==> src/rtl/serial_bit_receiver.sv <==
// Serial byte receiver: recovers start/data/stop framed LSB-first bytes from an asynchronous line
// and drives a SIPO with one Serial_Data/Shift_Flag pair per data bit, then flags completion or error.
module serial_bit_receiver #(
    parameter int CLKS_PER_BIT = 434,
    parameter int DATA_BITS    = 8,
    parameter int SYNC_STAGES  = 2
) (
    input  logic CLOCK_50,
    input  logic Reset_n,
    input  logic Serial_In,
    output logic Serial_Data,
    output logic Shift_Flag,
    output logic Byte_Valid,
    output logic Frame_Error,
    output logic Busy
);

    localparam int CW = (CLKS_PER_BIT > 1) ? $clog2(CLKS_PER_BIT) : 1;
    localparam int IW = (DATA_BITS > 1) ? $clog2(DATA_BITS) : 1;

    localparam logic [CW-1:0] CNT_ZERO = '0;
    localparam logic [CW-1:0] CNT_ONE  = CW'(1);
    localparam logic [CW-1:0] CNT_MID  = CW'(CLKS_PER_BIT / 2 - 1);
    localparam logic [CW-1:0] CNT_LAST = CW'(CLKS_PER_BIT - 1);
    localparam logic [IW-1:0] IDX_ZERO = '0;
    localparam logic [IW-1:0] IDX_ONE  = IW'(1);
    localparam logic [IW-1:0] IDX_LAST = IW'(DATA_BITS - 1);

    typedef enum logic [2:0] {
        S_IDLE,
        S_START,
        S_DATA,
        S_STOP,
        S_BREAK
    } state_t;

    state_t              state_q, state_d;
    logic [CW-1:0]       bit_cnt_q, bit_cnt_d;
    logic [IW-1:0]       bit_idx_q, bit_idx_d;
    logic [SYNC_STAGES-1:0] sync_q;
    logic                serial_data_q, serial_data_d;
    logic                shift_flag_q, shift_flag_d;
    logic                byte_valid_q, byte_valid_d;
    logic                frame_error_q, frame_error_d;
    logic                rx;

    // Synchroniser resets to the idle (high) line level so reset never looks like a start bit.
    always_ff @(posedge CLOCK_50 or negedge Reset_n) begin
        if (!Reset_n) begin
            sync_q <= '1;
        end else begin
            sync_q <= {sync_q[SYNC_STAGES-2:0], Serial_In};
        end
    end

    assign rx = sync_q[SYNC_STAGES-1];

    always_ff @(posedge CLOCK_50 or negedge Reset_n) begin
        if (!Reset_n) begin
            state_q       <= S_IDLE;
            bit_cnt_q     <= CNT_ZERO;
            bit_idx_q     <= IDX_ZERO;
            serial_data_q <= 1'b1;
            shift_flag_q  <= 1'b0;
            byte_valid_q  <= 1'b0;
            frame_error_q <= 1'b0;
        end else begin
            state_q       <= state_d;
            bit_cnt_q     <= bit_cnt_d;
            bit_idx_q     <= bit_idx_d;
            serial_data_q <= serial_data_d;
            shift_flag_q  <= shift_flag_d;
            byte_valid_q  <= byte_valid_d;
            frame_error_q <= frame_error_d;
        end
    end

    always_comb begin
        state_d       = state_q;
        bit_cnt_d     = bit_cnt_q;
        bit_idx_d     = bit_idx_q;
        serial_data_d = serial_data_q;
        shift_flag_d  = 1'b0;
        byte_valid_d  = 1'b0;
        frame_error_d = 1'b0;

        case (state_q)
            S_IDLE: begin
                bit_cnt_d = CNT_ZERO;
                if (!rx) begin
                    state_d   = S_START;
                    bit_idx_d = IDX_ZERO;
                end
            end

            // Re-check the line at mid start bit; a high level here is a glitch.
            S_START: begin
                if (bit_cnt_q == CNT_MID) begin
                    bit_cnt_d = CNT_ZERO;
                    if (!rx) begin
                        state_d   = S_DATA;
                        bit_idx_d = IDX_ZERO;
                    end else begin
                        state_d = S_IDLE;
                    end
                end else begin
                    bit_cnt_d = bit_cnt_q + CNT_ONE;
                end
            end

            S_DATA: begin
                if (bit_cnt_q == CNT_LAST) begin
                    bit_cnt_d     = CNT_ZERO;
                    serial_data_d = rx;
                    shift_flag_d  = 1'b1;
                    if (bit_idx_q == IDX_LAST) begin
                        state_d   = S_STOP;
                        bit_idx_d = IDX_ZERO;
                    end else begin
                        bit_idx_d = bit_idx_q + IDX_ONE;
                    end
                end else begin
                    bit_cnt_d = bit_cnt_q + CNT_ONE;
                end
            end

            S_STOP: begin
                if (bit_cnt_q == CNT_LAST) begin
                    bit_cnt_d = CNT_ZERO;
                    if (rx) begin
                        byte_valid_d = 1'b1;
                        state_d      = S_IDLE;
                    end else begin
                        frame_error_d = 1'b1;
                        state_d       = S_BREAK;
                    end
                end else begin
                    bit_cnt_d = bit_cnt_q + CNT_ONE;
                end
            end

            // A line held low after a bad stop bit must return high before a new frame is accepted.
            S_BREAK: begin
                bit_cnt_d = CNT_ZERO;
                if (rx) begin
                    state_d = S_IDLE;
                end
            end

            default: begin
                state_d   = S_IDLE;
                bit_cnt_d = CNT_ZERO;
                bit_idx_d = IDX_ZERO;
            end
        endcase
    end

    assign Serial_Data = serial_data_q;
    assign Shift_Flag  = shift_flag_q;
    assign Byte_Valid  = byte_valid_q;
    assign Frame_Error = frame_error_q;
    assign Busy        = (state_q != S_IDLE);

endmodule

==> config.mk <==
export PLATFORM = sky130hd
export DESIGN_NAME = serial_bit_receiver
export DESIGN_NICKNAME = d
export VERILOG_FILES = /design/src/rtl/serial_bit_receiver.sv
export SDC_FILE = /design/constraint.sdc
export NUM_CORES = 1
export LEC_CHECK = 0
export BUFFER_PORTS_ARGS = -buffer_cell sky130_fd_sc_hd__clkbuf_2
export CAP_MARGIN = 20
export CORE_MARGIN = 2
export CORE_UTILIZATION = 54
export DETAILED_ROUTE_END_ITERATION = 12
export GPL_ROUTABILITY_DRIVEN = 0
export PLACE_DENSITY = 0.76
export SETUP_SLACK_MARGIN = 0.02
export SLEW_MARGIN = 20
export SYNTH_ARGS = -nofsm -noshare
export SYNTH_HDL_FRONTEND = slang
export SYNTH_SLANG_ARGS = --single-unit
==> constraint.sdc <==
create_clock -name CLOCK_50 -period 3.4 [get_ports CLOCK_50]
set_input_delay 0.17 -clock CLOCK_50 [delete_from_list [all_inputs] [get_ports CLOCK_50]]
set_output_delay 0.17 -clock CLOCK_50 [all_outputs]
set_load 0.1 [all_outputs]
==> impl_results.md <==
* Worst-Skew Late Latency at 0.30 ns
* Highest Clock Rate at 0.5232 GHz
* Seq/Total Area, Yosys at 0.5165
* PwrDens at 335.3 mW/mm2
* Syn Inst Count at 98
* HP Class: input port to asynchronous set/reset pin
* Pwr Total at 0.0003789 W
* Yosys warns at 0
* Final Cycle Share at 0.5622
* Fin. max-slew vios at 0
* Seq cells post-synth at 21
* DR iter-0 viols at 5
* Final nets at 118
* Layout cells sized above 1 at 0.1927
* Largest net degree at the start of global routing at 22
* Antenna Nets Post-Route at 0
* First-pass DRT Iterations at 4
* Max-cap violations at 0
* Synthesized cell area at 0.001025 mm2
* Post-synth ARST share at 1.000
* H-tree depth at 1
* CTS buffer count at 3
* Post-synth top flop: dfrtp_1
* TritonCTS clock tree: done
* Drt wl/cell at 11.85 um
* DRC viols at 0
* CTS sink count at 21
* Final hold vios at 0
* Area of the multi-input gates at 460.4 um2
* Filler instances at 154
* Final WL at 1588 um
* Avg Inst Size Synth at 10.46 um2
* RSZ-0062 raised after global routing: no
* DP Area at 0.001082 mm2
* Hold slack final at 0.3506 ns
* Status: finished, final reports clean
* Area growth syn-to-layout at 10.26%
* Initial Util at 0.5809
* Die H at 47.56 um
* Data arrival, critical path at 2.10 ns
* Die width at 47.56 um
* Total number of vias at 699
* Clk_skew at 0.003860 ns
* Post-synth EDFFs at 0
* Postcts setup bufs at 0
* CP endpoint kind: flop
* Setup TNS at 0 ns
* Row count at 15
* Worst EP required at 3.59 ns
* Root Buffer: clkbuf_4
* Slew @ Worst Pin at 0.5382 ns
* Min Tclk post-route at 1.911 ns
* Design area at 0.001130 mm2
* First-pass GRT wire length at 2766 um
* Final setup fails at 0
* Ports at 8
* Register area at 529.3 um2
* Initial antenna violation count at 0
* Crit path max fanout at 6
* Clk pin slew, worst setup/hold paths at 0.12 ns
* Core footprint at 0.001764 mm2
* Synth unique cells at 32
* Synth top area cells: dfrtp_1 (44%), dfstp_2 (7.7%), nor2_1 (6.2%)
* DP HPWL at 1205 um
* Peak VDD IR at 0.0001998 V
* Synthesized Nets at 106
* Vias in the first global route at 618
* Grt total ovfl at 0
* Startpoint Class: flop
* Clock tree buffer depth at 2
* Number of antenna diodes at 0
* Crit path kind: flop to flop
* Tot GR Track Use at 0.1785
* Port Buffer Count at 7
* Largest area contributor in the netlist: dfrtp_1
* Worst slew margin at 0.6427
* Die area at 0.002262 mm2
* Leakage power total at 0.5272 nW
* Area fraction of the dominant cell type after synthesis at 0.4396
* Vias/cell at 5.216
metrics by stage:
stage	setup slack [ns]	instances	util
2_1_floorplan	1.603	98	-
3_3_place_gp	1.510	128	0.6135
3_5_place_dp	1.481	128	0.6135
4_1_cts	1.468	134	0.6404
5_1_grt	1.254	134	0.6404
6_report	1.489	134	0.6404
kinds of logic after synthesis:
group           synth area share
compound gates           0.08304
simple gates              0.2015
fa+ha+maj                0.06105
xor+xnor                 0.05983
mux                      0.04395
flops                     0.5165
buf+inv                  0.03418
layout by cell type (no fill, tap or decap), drive strengths merged:
| cell | n |
|---|---|
| nand4 | 1 |
| nor2 | 17 |
| nor2b | 2 |
| o311ai | 2 |
| o311a | 1 |
| or3 | 1 |
| dfstp | 3 |
| ha | 5 |
| mux2 | 4 |
| nor3b | 1 |
| nand3b | 1 |
| xor2 | 1 |
| dlygate4sd3 | 2 |
| a2111o | 1 |
| xnor2 | 6 |
| nand2b | 1 |
| nor4 | 1 |
| or3b | 2 |
| nand3 | 3 |
| nand4b | 1 |
| inv | 7 |
| dfrtp | 18 |
| nor3 | 2 |
| and3 | 1 |
| or4 | 1 |
| clkbuf | 10 |
| clkinv | 1 |
| a21oi | 4 |
| nand2 | 6 |
| o21ai | 2 |
| o2bb2ai | 1 |
final cells by class:
| class | instances | area share |
|---|---|---|
| Timing Repair Buffer | 9 | 0.04873 |
| Clock buffer | 3 | 0.01993 |
| Multi-Input combinational cell | 68 | 0.4075 |
| Inverter | 7 | 0.02326 |
| Clock inverter | 1 | 0.004430 |
| Tap cell | 25 | 0.02769 |
| Sequential cell | 21 | 0.4684 |
power breakdown:
group	switching [W]	internal [W]
combinational	0.00000559	0.00000304
sequential	0.00000122	0.000252
clock	0.0000732	0.0000438
critical path, stage by stage, from the launching register on:
cell and delay (ns):
dfrtp_1 0.44, or3b_1 0.40, or3_1 0.42, a2111o_1 0.43, o311ai_0 0.11
state kept, by name (all words and copies together) (netlist names):
name	cells
bit_idx_q	3
state_q	3
Byte_Valid	1
sync_q	2
Frame_Error	1
Serial_Data	1
Shift_Flag	1
bit_cnt_q	9
layer usage:
| layer | global-route usage | up-vias | part of all wire |
|---|---|---|---|
| li1 | - | 356 | - |
| met1 | 0.2710 | 332 | 0.51 |
| met2 | 0.2541 | 9 | 0.46 |
| met3 | 0.02264 | 2 | 0.023 |
| met4 | 0.08108 | 0 | 0.0076 |
| met5 | 0 | - | 0 |
synthesized netlist by cell type (2+ instances only):
cell	count
nand3_1	3
a21oi_1	2
dfrtp_1	18
ha_1	5
o311ai_0	2
mux2_2	4
a21oi_2	2
nand2_1	6
nor2b_1	2
xnor2_1	6
nor2_1	17
dfstp_2	3
inv_1	7
nor3_1	2
o21ai_0	2
worst paths after layout:
check                      slack (ns)  depth (start not counted)    startpoint      endpoint
setup / recovery                 1.49                          4  bit_cnt_q[6]    state_q[0]
hold / removal                   0.35                          2       Reset_n  bit_idx_q[1]
setup reg to reg                 1.49                          4  bit_cnt_q[6]    state_q[0]
hold reg to reg                  0.37                          0     sync_q[0]     sync_q[1]
max in group asynchronous        2.70                          2       Reset_n   Serial_Data
min in group CLOCK_50            0.37                          0     sync_q[0]     sync_q[1]
timing repair:
action	CTS	global route
hold buffers	2	0
endpoints found under the hold margin	19	0
resized for setup	0	0
Power figures use the tool's default switching activity.
